## src/rtl/hazard_scoreboard.sv

```systemverilog
// Pipeline hazard controller: forwarding selects, load-use/MDU scoreboard stalls, branch flushes.
// Optional performance counters (stallCnt, flushCnt) are built when HAZARD_PERF_CNT_EN is defined.
module hazard_scoreboard #(
    parameter int NUM_REGS = 32,
    parameter int ADDR_W   = $clog2(NUM_REGS),
    parameter int MAX_OUT  = 4,
    parameter int PERF_W   = 32
) (
    input  logic                         clk,
    input  logic                         rst,
    input  logic [ADDR_W-1:0]            r1AddrD,
    input  logic [ADDR_W-1:0]            r2AddrD,
    input  logic [ADDR_W-1:0]            rdD,
    input  logic                         mdOpD,
    input  logic [ADDR_W-1:0]            r1AddrE,
    input  logic [ADDR_W-1:0]            r2AddrE,
    input  logic [ADDR_W-1:0]            rdE,
    input  logic                         regSrcE0,
    input  logic                         mdIssueE,
    input  logic                         wrongBranchE,
    input  logic [ADDR_W-1:0]            rdM,
    input  logic [ADDR_W-1:0]            rdW,
    input  logic                         regWriteM,
    input  logic                         regWriteW,
    input  logic                         mdDoneW,
    input  logic [ADDR_W-1:0]            mdRdW,
    output logic [1:0]                   fwdAE,
    output logic [1:0]                   fwdBE,
    output logic                         stallF,
    output logic                         stallD,
    output logic                         flushD,
    output logic                         flushE,
    output logic [$clog2(MAX_OUT+1)-1:0] outCnt
`ifdef HAZARD_PERF_CNT_EN
    ,
    output logic [PERF_W-1:0]            stallCnt,
    output logic [PERF_W-1:0]            flushCnt
`endif
);

    localparam int CNT_W = $clog2(MAX_OUT+1);

    if (MAX_OUT < 1 || MAX_OUT > 15 || PERF_W < 1) begin : g_param_check
        $error("hazard_scoreboard: MAX_OUT must be 1..15 and PERF_W positive");
    end

    logic [NUM_REGS-1:1] pend_q, pend_d;
    logic [NUM_REGS-1:0] pen_eff;
    logic [CNT_W-1:0]    cnt_q, cnt_d;
    logic                done_eff;
    logic                lw_stall, sb_stall, cap_stall, stall;
    logic signed [CNT_W+1:0] cap_sum;

    // Forwarding: memory stage wins over writeback.
    always_comb begin
        fwdAE = 2'b00;
        fwdBE = 2'b00;
        if (regWriteM && rdM != '0 && rdM == r1AddrE)      fwdAE = 2'b10;
        else if (regWriteW && rdW != '0 && rdW == r1AddrE) fwdAE = 2'b01;
        if (regWriteM && rdM != '0 && rdM == r2AddrE)      fwdBE = 2'b10;
        else if (regWriteW && rdW != '0 && rdW == r2AddrE) fwdBE = 2'b01;
    end

    // Next pend equals the effective pending view: a completing register is
    // readable this cycle, an issuing one is already busy, and set beats clear.
    always_comb begin
        pend_d = pend_q;
        for (int r = 1; r < NUM_REGS; r++) begin
            pend_d[r] = (mdIssueE && rdE == ADDR_W'(r)) ||
                        (pend_q[r] && !(mdDoneW && mdRdW == ADDR_W'(r)));
        end
        pen_eff = {pend_d, 1'b0};
    end

    always_comb begin
        done_eff = mdDoneW && (cnt_q != '0);
        cnt_d    = cnt_q;
        if (mdIssueE && !done_eff) begin
            if (cnt_q != CNT_W'(MAX_OUT)) cnt_d = cnt_q + CNT_W'(1);
        end else if (!mdIssueE && done_eff) begin
            cnt_d = cnt_q - CNT_W'(1);
        end
    end

    always_comb begin
        cap_sum   = $signed({2'b00, cnt_q})
                  + $signed({{(CNT_W+1){1'b0}}, mdIssueE})
                  - $signed({{(CNT_W+1){1'b0}}, mdDoneW});
        lw_stall  = regSrcE0 && rdE != '0 && (r1AddrD == rdE || r2AddrD == rdE);
        sb_stall  = pen_eff[r1AddrD] || pen_eff[r2AddrD] || pen_eff[rdD];
        cap_stall = mdOpD && (cap_sum >= $signed((CNT_W+2)'(MAX_OUT)));
        stall     = lw_stall || sb_stall || cap_stall;
    end

    assign stallD = stall;
    assign stallF = stall;
    assign flushE = stall || wrongBranchE;
    assign flushD = wrongBranchE;
    assign outCnt = cnt_q;

    always_ff @(posedge clk or posedge rst) begin
        if (rst) begin
            pend_q <= '0;
            cnt_q  <= '0;
        end else begin
            pend_q <= pend_d;
            cnt_q  <= cnt_d;
        end
    end

`ifdef HAZARD_PERF_CNT_EN
    logic [PERF_W-1:0] stall_cnt_q, stall_cnt_d;
    logic [PERF_W-1:0] flush_cnt_q, flush_cnt_d;

    always_comb begin
        stall_cnt_d = stall_cnt_q + PERF_W'(stall);
        flush_cnt_d = flush_cnt_q + PERF_W'(wrongBranchE);
    end

    always_ff @(posedge clk or posedge rst) begin
        if (rst) begin
            stall_cnt_q <= '0;
            flush_cnt_q <= '0;
        end else begin
            stall_cnt_q <= stall_cnt_d;
            flush_cnt_q <= flush_cnt_d;
        end
    end

    assign stallCnt = stall_cnt_q;
    assign flushCnt = flush_cnt_q;
`endif

endmodule
```

## config.mk

```make
export PLATFORM = sky130hd
export DESIGN_NAME = hazard_scoreboard
export DESIGN_NICKNAME = d
export VERILOG_FILES = /design/src/rtl/hazard_scoreboard.sv
export SDC_FILE = /design/constraint.sdc
export NUM_CORES = 1
export LEC_CHECK = 0
export ABC_AREA = 1
export CAP_MARGIN = 20
export CORE_AREA = 2 2 76 78
export CTS_BUF_LIST = sky130_fd_sc_hd__clkbuf_2 sky130_fd_sc_hd__clkbuf_4 sky130_fd_sc_hd__clkbuf_8
export CTS_CLUSTER_DIAMETER = 150
export DETAILED_ROUTE_END_ITERATION = 8
export DIE_AREA = 0 0 78 80
export DONT_BUFFER_PORTS = 1
export HOLD_SLACK_MARGIN = 0.06
export PLACE_DENSITY = 0.74
export SYNTH_ARGS = -nofsm -noshare
export SYNTH_HDL_FRONTEND = slang
export SYNTH_SLANG_ARGS = --single-unit
```

## constraint.sdc

```tcl
create_clock -name clk -period 8.3 [get_ports clk]
set_input_delay 1.66 -clock clk [delete_from_list [all_inputs] [get_ports clk]]
set_output_delay 1.66 -clock clk [all_outputs]
set_load 0.02 [all_outputs]
```

### Word level (Yosys, flattened, before mapping)

Cells that the tools add are included.

| operators by class | value |
|---|---|
| reduce and logical (&&, ||, !) cells | 181 |
| equality and inequality tests | 70 |
| $add $sub $neg | 4 |
| $lt $le $gt $ge | 4 |
| muxes and demuxes | 13 |

Operators with widths:

| cell | count |
|---|---|
| $eq 5x5->1 const B | 32 |
| $logic_and 1x1->1 | 105 |
| $eq 5x4->1 const B | 16 |
| $eq 5x3->1 const B | 8 |
| $logic_or 1x1->1 | 37 |
| $logic_not 1->1 | 33 |
| $eq 5x5->1 | 6 |
| $eq 5x2->1 const B | 4 |
| $lt 5x6->1 const B | 3 |
| $bmux 1 s5 | 3 |
| $reduce_bool 5->1 | 3 |
| $eq 5x1->1 const B | 2 |
| $mux 3 | 3 |
| $ge 5x4->1 const B | 1 |
| $mux 1 | 5 |
| $sub 4x1->5 | 1 |
| $add 3x1->4 | 1 |
| $mux 2 | 2 |
| $add 3x1->3 const B | 1 |
| $ne 3x3->1 const B | 1 |
| $reduce_bool 3->1 | 1 |
| $sub 3x1->3 const B | 1 |
| $ne 2x1->1 const B | 1 |
| $reduce_and 2->1 | 1 |
| $reduce_bool 2->1 | 1 |

| storage, ports and cells | value |
|---|---|
| word-level logic and storage cells | 274 |
| register bits | 34 |
| input port bits | 54 |
| output and inout bits | 11 |

### Longest topological paths before layout

Gate-level depths: netlist (run 1).

| logic depth | value |
|---|---|
| depth in word-level cells | 12 |
| depth in mapped cells | 17 |
| mapped depth without buffers | 16 |

### Least setup slack after synthesis (run 1)

OpenSTA, ideal clock, no wires.

| timing | value |
|---|---|
| path kind | in2out |
| from | input mdDoneW |
| to | output stallF |
| arrival | 3.493 ns |
| path buffers | 1 |
| path slack | 3.147 ns |
| cell stages on the path | 13 |
| cells stage by stage | ha_1 -> inv_1 -> ha_1 -> inv_1 -> fa_1 -> xor2_1 -> o211ai_1 -> nand2_1 -> inv_1 -> nand2_1 -> nor2_2 -> nand2_1 -> buf_4 |

| on the way | value |
|---|---|
| longest elaborated chain between the ends | 10 |
| elaborated cells on any way between the ends | 137 |

RTL lines:

| element | RTL line | RTL |
|---|---|---|
| start, declared | 25 | `input logic mdDoneW,` |
| $logic_and 1x1->1 | 70 | `(pend_q[r] && !(mdDoneW && mdRdW == ADDR_W'(r)));` |
| $logic_not 1->1 | 70 |  |
| $logic_and 1x1->1 | 70 |  |
| $logic_or 1x1->1 | 69 | `pend_d[r] = (mdIssueE && rdE == ADDR_W'(r)) \|\|` |
| $bmux 1 s5 | 90 | `sb_stall = pen_eff[r1AddrD] \|\| pen_eff[r2AddrD] \|\| pen_eff[rdD];` |
| $mux 1 (not written as such) | 90 |  |
| $logic_or 1x1->1 (2 in a row) | 90 |  |
| $logic_or 1x1->1 | 92 | `stall = lw_stall \|\| sb_stall \|\| cap_stall;` |
| $logic_or 1x1->1 * | 92 |  |
| end, declared | 29 | `output logic stallF,` |

Every way passes the cells marked *; elsewhere a longest branch is shown, timed or not. The select of a mux whose other input is x is not followed.

### Final worst setup path (run 1)

| timing | value |
|---|---|
| from | input r2AddrD[0] |
| to | output stallF |

| on the way | value |
|---|---|
| longest elaborated chain between the ends | 6 |
| elaborated cells on any way between the ends | 9 |

RTL lines:

| element | RTL line | RTL |
|---|---|---|
| start, declared | 12 | `input logic [ADDR_W-1:0] r2AddrD,` |
| $bmux 1 s5 | 90 |  |
| $mux 1 (not written as such) | 90 |  |
| $logic_or 1x1->1 (2 in a row) | 90 |  |
| $logic_or 1x1->1 * (2 in a row) | 92 |  |

Marked as above.

==> metrics, run 1 <==
status=finished clean; fin. max-slew vios=0; setup TNS=0 ps; post-synthesis area per instance=6.29 µm²; fin cells=608; critical path cell sequence=clkinv_1 > nor2_1 > inv_1 > a21oi_1 > nor2_1 > nand2_1 > nand3_1 > nand2_1 > nand2_1 > nand2_1 > nor2_2 > nand2_1; RSZ-0062 raised after global routing=false; # resized after CTS=0; main combinational cell family by area after synthesis=simple AND/OR/NAND/NOR gates; post-synthesis xor/xnor area fraction=8.04%; Max Fclk=0.194 GHz; relative slew slack=29.9%; post-synth top area cell=dfrtp_1; CP Data Required Time=6640 ps; simple logic cell fraction of the synthesized area=48.0%; synthesis-to-finish area growth=4.04%; Reg2Reg Depth=9; Vias/cell=5.99; yosys warns=0; GRT Residual Overflow=0; final core area utilization=65.0%; nets@finish=596; Worst setup SP type=primary input; Antenna Nets Post-Route=0; Initial Util=62.5%; Ports=65; initial antenna violation count=0; CTS Root Cell=clkbuf_8; Hold Path Class=flip-flop to flip-flop; Worst-Margin Slew=1040 ps; Max Cap Viol=0; core footprint=0.00541 mm²; leak pwr=1.67 nW; detailed-route DRC error count=0; Hold Path End=pend_q[22]; Post-CTS Repair Setup Buffers=0; cells after synthesis=537; register bit total from synthesis=34; Post-Synth Adder-Cell Area=3.04%; DIE HEIGHT=80 µm; Netlist Area Pre-Place=0.00338 mm²; Critical Path AT=3490 ps; Synth Net Count=598; Clock Skews=0.115 ps; Synth cell types=33; post-detail-place hpwl=8.65 mm; most frequent cells in the layout=167 x nand2_1, 106 x nand3_1, 48 x nor2_1; Clock Tree Buf Depth=2; Seq/Total Area, Yosys=25.2%; Final Hold Vio Count=0; per-cell routed wire length=17.8 µm; Layout fillers=534; setup slack, reg-to-reg=6380 ps; Hold Path Origin=pend_q[22]; global-route wire length before repair=17.6 mm; Setup CP Type=primary input to primary output; total power=0.666 mW; top-area cell type share of the netlist area=25.2%; number of global-route vias before repair=3520; CP max FO=11; Die Area=0.00624 mm²; reg-to-reg endpoint=outCnt[2]; GRT Total Usage=36.6%; Placed Cells=600; DR pass1 iterations=6; Clock Sinks=34; Final period util=62.0%; # setup viols final=0; die width=78 µm; Port Buffers=0; Routed WL=10.8 mm; FP Rows=27; FF-to-FF Start=outCnt[1]; initial drt markers=482; antenna cells=0; area fraction in compound gates after synthesis=9.30%; Slowest cell on crit path=nor2_1; post-place setup slack=3170 ps; CP dominant cell by count=nand2_1; Crit path largest cell delay=500 ps; CTS H-tree depth=2; worst vdd ir=0.181 mV; power density over the cells=190 mW/mm²; Min-Delay Path Depth=2; Final min period=5150 ps; commonest non-fill, non-tap cell in the layout=nand2_1; Skew-Pair Late Insertion Delay=300 ps; element type at the critical path end=primary output; Post-CTS Hold Buffers=0; RD Place Congestion=0.987; Clock transition at path regs=80 ps; largest net degree at the start of global routing=35; mux share of post-synthesis cell area=0%; Vias=3640; layout cells sized above 1=11.6%; CTS buffer count=5; worst setup margin=3150 ps; top cells by area, synth=dfrtp_1 25%, nand2_1 19%, nand3_1 16%, nor2_1 5.3%, xnor2_1 4.9%; CTS tree=built
==> layer usage <==
layer,vias up,part of all wire (%),global-route usage [%]
li1,1749,-,-
met1,1627,42,49.3
met2,224,43,55.9
met3,40,11,8.94
met4,0,4.6,16.3
met5,-,0,0
==> cell usage after synthesis, drive strengths merged <==
| master | count |
|---|---|
| or4 | 1 |
| nand2 | 189 |
| fa | 2 |
| xnor2 | 19 |
| dfrtp | 34 |
| o211ai | 1 |
| o22ai | 2 |
| a21oi | 26 |
| xor2 | 12 |
| a31oi | 1 |
| nor2 | 58 |
| buf | 9 |
| clkinv | 2 |
| ha | 5 |
| nor3 | 4 |
| o21ai | 18 |
| nor4 | 2 |
| inv | 40 |
| a21boi | 2 |
| o31ai | 1 |
| clkbuf | 1 |
| nand3 | 106 |
| nand4 | 2 |
==> per-stage QoR <==
step                instance area (µm²)  hold slack [ps]
global placement                   3420              476
CTS                                3510              502
detailed placement                 3420              484
global route                       3510              527
finish                             3510              500
floorplan                          3380              462
==> registers in the layout, summed over array words and instances, names as in the netlist <==
name	cells
outCnt	3
pend_q	31
==> logic make-up after synthesis <==
logic type	Yosys count
flops	34
buf+inv	52
compound gates	51
fa+ha+maj	7
xor+xnor	31
simple gates	362
==> cell type report <==
class	count	area, µm²	share of cell area (%)
Multi-Input combinational cell	451	2310	65.7
Sequential cell	34	851	24.2
Inverter	42	163	4.63
Tap cell	72	90.1	2.56
Clock buffer	6	82.6	2.35
Clock inverter	2	12.5	0.356
Timing Repair Buffer	1	7.51	0.214
==> power by group <==
group          leakage (nW)  total, mW  switching, mW  internal [mW]
combinational          1.21      0.288          0.187          0.102
sequential            0.415      0.245         0.0366          0.208
clock                0.0472      0.133         0.0664         0.0667
==> critical path, delay by kind of cell <==
family                 cells  cell delay, ps
AND/OR/NAND/NOR            9            1290
buffers and inverters      2             390
AO/OA/AOI/OAI              1             140
==> worst max-delay path by stage <==
stage	startpoint	end	cells after the start
after global routing	mdIssueE	stallF	10
after detailed placement	mdDoneW	stallF	12
after CTS	mdDoneW	stallF	12
after floorplan	mdDoneW	stallF	13
final	r2AddrD[0]	stallF	12
after global placement	mdDoneW	stallF	12
(Power assumes the default switching activity.)
==> run 2: changes to the inputs <==
--- a/config.mk
+++ b/config.mk
@@ -7,14 +7,14 @@
 export LEC_CHECK = 0
 export ABC_AREA = 1
 export CAP_MARGIN = 20
-export CORE_AREA = 2 2 76 78
+export CORE_AREA = 2 2 79 81
 export CTS_BUF_LIST = sky130_fd_sc_hd__clkbuf_2 sky130_fd_sc_hd__clkbuf_4 sky130_fd_sc_hd__clkbuf_8
 export CTS_CLUSTER_DIAMETER = 150
 export DETAILED_ROUTE_END_ITERATION = 8
-export DIE_AREA = 0 0 78 80
+export DIE_AREA = 0 0 81 83
 export DONT_BUFFER_PORTS = 1
 export HOLD_SLACK_MARGIN = 0.06
-export PLACE_DENSITY = 0.74
+export PLACE_DENSITY = 0.72
 export SYNTH_ARGS = -nofsm -noshare
 export SYNTH_HDL_FRONTEND = slang
 export SYNTH_SLANG_ARGS = --single-unit
==> constraint.sdc (replaced) <==
create_clock -name clk -period 4.3 [get_ports clk]
set_input_delay 0.86 -clock clk [delete_from_list [all_inputs] [get_ports clk]]
set_output_delay 0.86 -clock clk [all_outputs]
set_load 0.02 [all_outputs]
==> run 2 against run 1 <==
  * Hold slack improved by 5.3 ps
  * Largest power group unchanged
  * Via count decreased by 0.11%
  * Count of clock-buffer cells in the layout decreased by 1
==> metrics, run 2 (synthesis results as in run 1) <==
commonest non-fill, non-tap cell in the layout=nand2_1; element type at the critical path end=primary output; global-route wire length before repair=17.1 mm (-3.0%); post-detail-place hpwl=8.53 mm (-1.4%); Clock Sinks=34 (unchanged); Layout fillers=596 (+12%); Hold Path Class=flip-flop to flip-flop; RD Place Congestion=1.03 (+4.5%); detailed-route DRC error count=0 (unchanged); FF/Latch Area=851 µm² (unchanged); Die Area=0.00672 mm² (+7.7%); Clock transition at path regs=80 ps (about the same); Reg2Reg Depth=9 (unchanged); Max Fclk=0.273 GHz; Clock Skews=0.0568 ps (-0.0587 ps); Clock Tree Buf Depth=2 (unchanged); Min-Delay Path Depth=2 (unchanged); Initial Util=58.1% (-4.4 points); final core area utilization=61.5% (-3.5 points); core footprint=0.00582 mm² (+7.6%); nets@finish=598 (+0.34%); fin. max-slew vios=0 (unchanged); initial antenna violation count=0 (unchanged); CTS Root Cell=clkbuf_8; antenna cells=0 (unchanged); Skew-Pair Late Insertion Delay=300 ps (about the same); Post-CTS Hold Buffers=0 (unchanged); Vias=3636 (-0.11%); Worst setup SP type=flip-flop; largest net degree at the start of global routing=35 (unchanged); per-cell routed wire length=17.7 µm (-0.47%); RSZ-0062 raised after global routing=false; setup TNS=0 ps (unchanged); synthesis-to-finish area growth=5.85%; Critical Path AT=2800 ps (-690 ps); CTS tree=built; Setup CP Type=flip-flop to primary output; worst setup margin=639 ps (-2510 ps); number of global-route vias before repair=3488 (-0.91%); Placed Area=0.00344 mm² (+0.55%); worst vdd ir=0.254 mV (+41%); Worst-Margin Slew=1060 ps (+22.2 ps); FP Rows=28 (+3.7%); Post-CTS Repair Setup Buffers=0 (unchanged); Multi-input gate area=0.00231 mm² (unchanged); Min Hold Slack=505 ps (+5.29 ps); setup slack, reg-to-reg=2390 ps (-3990 ps); Max Cap Viol=0 (unchanged); die width=81 µm (+3.8%); Vias/cell=5.93 (-0.92%); initial drt markers=497 (+3.1%); Routed WL=10.9 mm (+0.35%); fin area=0.00358 mm² (+1.7%); Final min period=3660 ps; CP max FO=5 (-6); # resized after CTS=0 (unchanged); max reg flops=31 (unchanged); CTS buffer count=5 (unchanged); leak pwr=1.70 nW (+1.9%); relative slew slack=28.4% (-1.5 points); Port Buffers=0 (unchanged); Final period util=85.1%; post-place setup slack=766 ps (-2400 ps); DIE HEIGHT=83 µm (+3.8%); Antenna Nets Post-Route=0 (unchanged); status=finished clean; CP Data Required Time=3440 ps (-3200 ps); GRT Residual Overflow=0 (unchanged); Final Hold Vio Count=0 (unchanged); # setup viols final=0 (unchanged); most frequent cells in the layout=167 x nand2_1, 106 x nand3_1, 48 x nor2_1; layout cells sized above 1=11.9% (+0.33 points); Top reg by flops=pend_q; GRT Total Usage=33.1% (-3.6 points); Ports=65 (unchanged); DR pass1 iterations=5 (-1); CTS H-tree depth=2 (unchanged); power density over the cells=387 mW/mm² (+100%)
[run 2: cell count changes in the layout (fill, tap and decap cells not counted)]
cell	previous run	this run
clkinvlp_4	1	0
clkbuf_8	6	5
clkinv_4	0	1
buf_4	1	3
clkinv_2	1	0
bufinv_16	0	2
[run 2: layout make-up]
class / instances / area share [%]
Clock buffer: 5 / 1.92
Clock inverter: 3 / 1.92
Inverter: 42 / 4.55
Multi-Input combinational cell: 451 / 64.6
Sequential cell: 34 / 23.8
Tap cell: 75 / 2.62
Timing Repair Buffer: 3 / 0.630
[run 2: worst paths after layout]
check / start / end
setup / recovery: outCnt[0] / stallF
hold / removal: pend_q[7] / pend_q[7]
setup reg to reg: outCnt[1] / outCnt[2]
hold reg to reg: pend_q[7] / pend_q[7]
max in group asynchronous: rst / pend_q[25]
min in group asynchronous: rst / outCnt[0]
[run 2: through the flow]
step           total power, mW  cells
2_1_floorplan            0.913    537
3_3_place_gp              1.01    605
3_5_place_dp              1.02    605
4_1_cts                   1.39    613
5_1_grt                   1.49    613
6_report                  1.38    613
[run 2: power by group]
group,internal (mW),switching [mW]
Clock,0.232,0.133
Sequential,0.402,0.0692
Combinational,0.197,0.351
Total,0.831,0.553
[run 2: routing by layer]
layer	GRT usage, %	vias to the layer above	part of all wire [%]	wire (µm)
met4	16.6	0	4.8	524
li1	-	1748	-	-
met2	49.2	232	44	4820
met1	44.8	1613	41	4460
met5	0	-	0	0
met3	6.85	43	9.7	1050
[run 2: critical path, cell delays in order, from the launching register on]
cell      delay (ps)
dfrtp_1          560
inv_1            110
ha_1             280
inv_1             50
ha_1             150
inv_1             50
fa_1             390
xor2_1           180
o211ai_1         170
nand2_1           70
inv_1             50
nand2_1           50
nor2_2           120
nand2_1          260
==> run 3: changes to the inputs <==
--- a/config.mk
+++ b/config.mk
@@ -14,7 +14,7 @@
 export DIE_AREA = 0 0 81 83
 export DONT_BUFFER_PORTS = 1
 export HOLD_SLACK_MARGIN = 0.06
-export PLACE_DENSITY = 0.72
+export PLACE_DENSITY = 0.76
 export SYNTH_ARGS = -nofsm -noshare
 export SYNTH_HDL_FRONTEND = slang
 export SYNTH_SLANG_ARGS = --single-unit
==> constraint.sdc (replaced) <==
create_clock -name clk -period 4.3 [get_ports clk]
set_input_delay 0.86 -clock clk [delete_from_list [all_inputs] [get_ports clk]]
set_output_delay 0.86 -clock clk [all_outputs]
set_load 0.005 [all_outputs]
==> run 3 against run 2 <==
  * Cell count decreased by 0.33%
  * Global-route usage increased by 0.31 points
  * Clock skew increased by 0.66 ps
  * Count of clock-buffer cells in the layout increased by 2
  * Cell area decreased by 1.6%
  * Utilization decreased by 0.99 points
  * Hold slack got worse by 3.3 ps
  * Sequential share of layout area increased by 0.39 points
==> metrics, run 3 (synthesis results as in run 1) <==
# resized after CTS=0 (unchanged); Critical Path AT=2570 ps (-230 ps); CP max FO=5 (unchanged); Clock Sinks=34 (unchanged); Layout fillers=590 (-1.0%); Final period util=79.8% (-5.3 points); Ports=65 (unchanged); GRT Total Usage=33.4% (+0.31 points); fin. max-slew vios=0 (unchanged); status=finished clean; worst setup margin=868 ps (+229 ps); CTS Root Cell=clkbuf_8; Max Cap Viol=0 (unchanged); Vias=3760 (+3.4%); CTS tree=built; Sw Pwr=0.517 mW (-6.4%); RSZ-0062 raised after global routing=false; layout cells sized above 1=11.6% (-0.33 points); per-cell routed wire length=18.0 µm (+1.9%); setup TNS=0 ps (unchanged); Sw Share=41.3% (+1.4 points); Routed WL=11.0 mm (+1.5%); grt peak-use layer=met2; Antenna Nets Post-Route=0 (unchanged); nets@finish=596 (-0.33%); Worst-Margin Slew=690 ps (-375 ps); post-place setup slack=890 ps (+123 ps); Post-CTS Repair Setup Buffers=0 (unchanged); element type at the critical path end=primary output; Max Fclk=0.291 GHz (+6.7%); fin cells=611 (-0.33%); Comb power frac=42.6% (+3.0 points); worst vdd ir=0.274 mV (+7.7%); Initial Util=58.1% (unchanged); Final Hold Vio Count=0 (unchanged); Top reg by flops=pend_q; Placed Cells=603 (-0.33%); largest net degree at the start of global routing=35 (unchanged); max reg flops=31 (unchanged); GRT Residual Overflow=0 (unchanged); Port Buffers=0 (unchanged); commonest non-fill, non-tap cell in the layout=nand2_1; number of global-route vias before repair=3571 (+2.4%); FP Rows=28 (unchanged); Hold Path Class=flip-flop to flip-flop; CTS buffer count=5 (unchanged); core footprint=0.00582 mm² (unchanged); Vias/cell=6.15 (+3.7%); die width=81 µm (unchanged); initial drt markers=387 (-22%); synthesis-to-finish area growth=4.15%; met2 Use GR=50.8% (+1.6 points); met3 Usage GRT=6.63% (-0.22 points); internal power=0.735 mW (-12%); antenna cells=0 (unchanged); DR pass1 iterations=5 (unchanged); power share of the clock group=20.7% (-5.7 points); Skew-Pair Late Insertion Delay=290 ps (about the same); Clock Tree Buf Depth=2 (unchanged); post-detail-place hpwl=8.52 mm (-0.14%); DIE HEIGHT=83 µm (unchanged); RD Place Congestion=1.01 (-2.4%); most frequent cells in the layout=167 x nand2_1, 106 x nand3_1, 48 x nor2_1; relative slew slack=53.9% (+25 points); CTS H-tree depth=2 (unchanged); CP Data Required Time=3440 ps (about the same); Worst setup SP type=flip-flop; Final min period=3430 ps (-229 ps); leak pwr=1.67 nW (-1.6%); power density over the cells=356 mW/mm² (-8.0%); Clock transition at path regs=80 ps (about the same); Sequential Power Share=36.7% (+2.6 points); detailed-route DRC error count=0 (unchanged); Clock Skews=0.720 ps (+0.664 ps); Setup CP Type=flip-flop to primary output; # setup viols final=0 (unchanged); Post-CTS Hold Buffers=0 (unchanged); initial antenna violation count=0 (unchanged); Die Area=0.00672 mm² (unchanged); global-route wire length before repair=17.4 mm (+1.9%); M1 GR Usage=45.5% (+0.68 points); Min Hold Slack=502 ps (-3.32 ps)
## run 3: changes by cell type in the layout (fill, tap and decap cells not counted), sizes merged
cell / change
bufinv: -2
buf: -2
clkbuf: +2
## run 3: layout make-up
class | count | area (µm²) | area share (%)
clock buffer | 7 | 90.1 | 2.56
inverter | 42 | 163 | 4.62
timing repair buffer | 1 | 7.51 | 0.213
tap | 75 | 93.8 | 2.67
clock inverter | 1 | 5.00 | 0.142
multi-input combinational | 451 | 2310 | 65.6
sequential | 34 | 851 | 24.2
## run 3: critical path, stage by stage (launching register included)
cell	delay (ps)
dfrtp_1	490
inv_1	100
ha_1	280
inv_1	60
ha_1	160
inv_1	60
fa_1	390
xor2_1	180
o211ai_1	180
nand2_1	70
inv_1	50
nand2_1	50
nor2_2	120
nand3_1	110
## run 3: metal layers
metal	routed length (µm)	up-vias	share of wire, %
met1	4340	1674	39
met4	462	0	4.2
met5	0	-	0
met3	1320	49	12
li1	-	1748	-
met2	4900	289	44
## run 3: worst paths after layout
check / slack [ps] / endpoint / startpoint / cells past startpoint
max: 870 / flushE / outCnt[0] / 13
min: 500 / pend_q[27] / pend_q[27] / 2
max reg2reg: 2460 / outCnt[2] / outCnt[1] / 9
min reg2reg: 500 / pend_q[27] / pend_q[27] / 2
max in group asynchronous: 3410 / pend_q[25] / rst / 2
min in group asynchronous: 560 / pend_q[7] / rst / 2
## run 3: power groups by stage
stage | Sequential (mW) | Clock, mW | Combinational (mW)
floorplan | 0.451 | 0 | 0.433
global placement | 0.462 | 0 | 0.506
detailed placement | 0.465 | 0 | 0.526
CTS | 0.460 | 0.259 | 0.525
global route | 0.468 | 0.278 | 0.603
finish | 0.459 | 0.260 | 0.534
## run 3: stage by stage
step	area, µm²	util, %	power, mW
finish	3520	60.5	1.25
global route	3520	60.5	1.35
CTS	3520	60.5	1.24
detailed placement	3420	58.9	0.991
floorplan	3380	-	0.884
global placement	3420	58.9	0.968
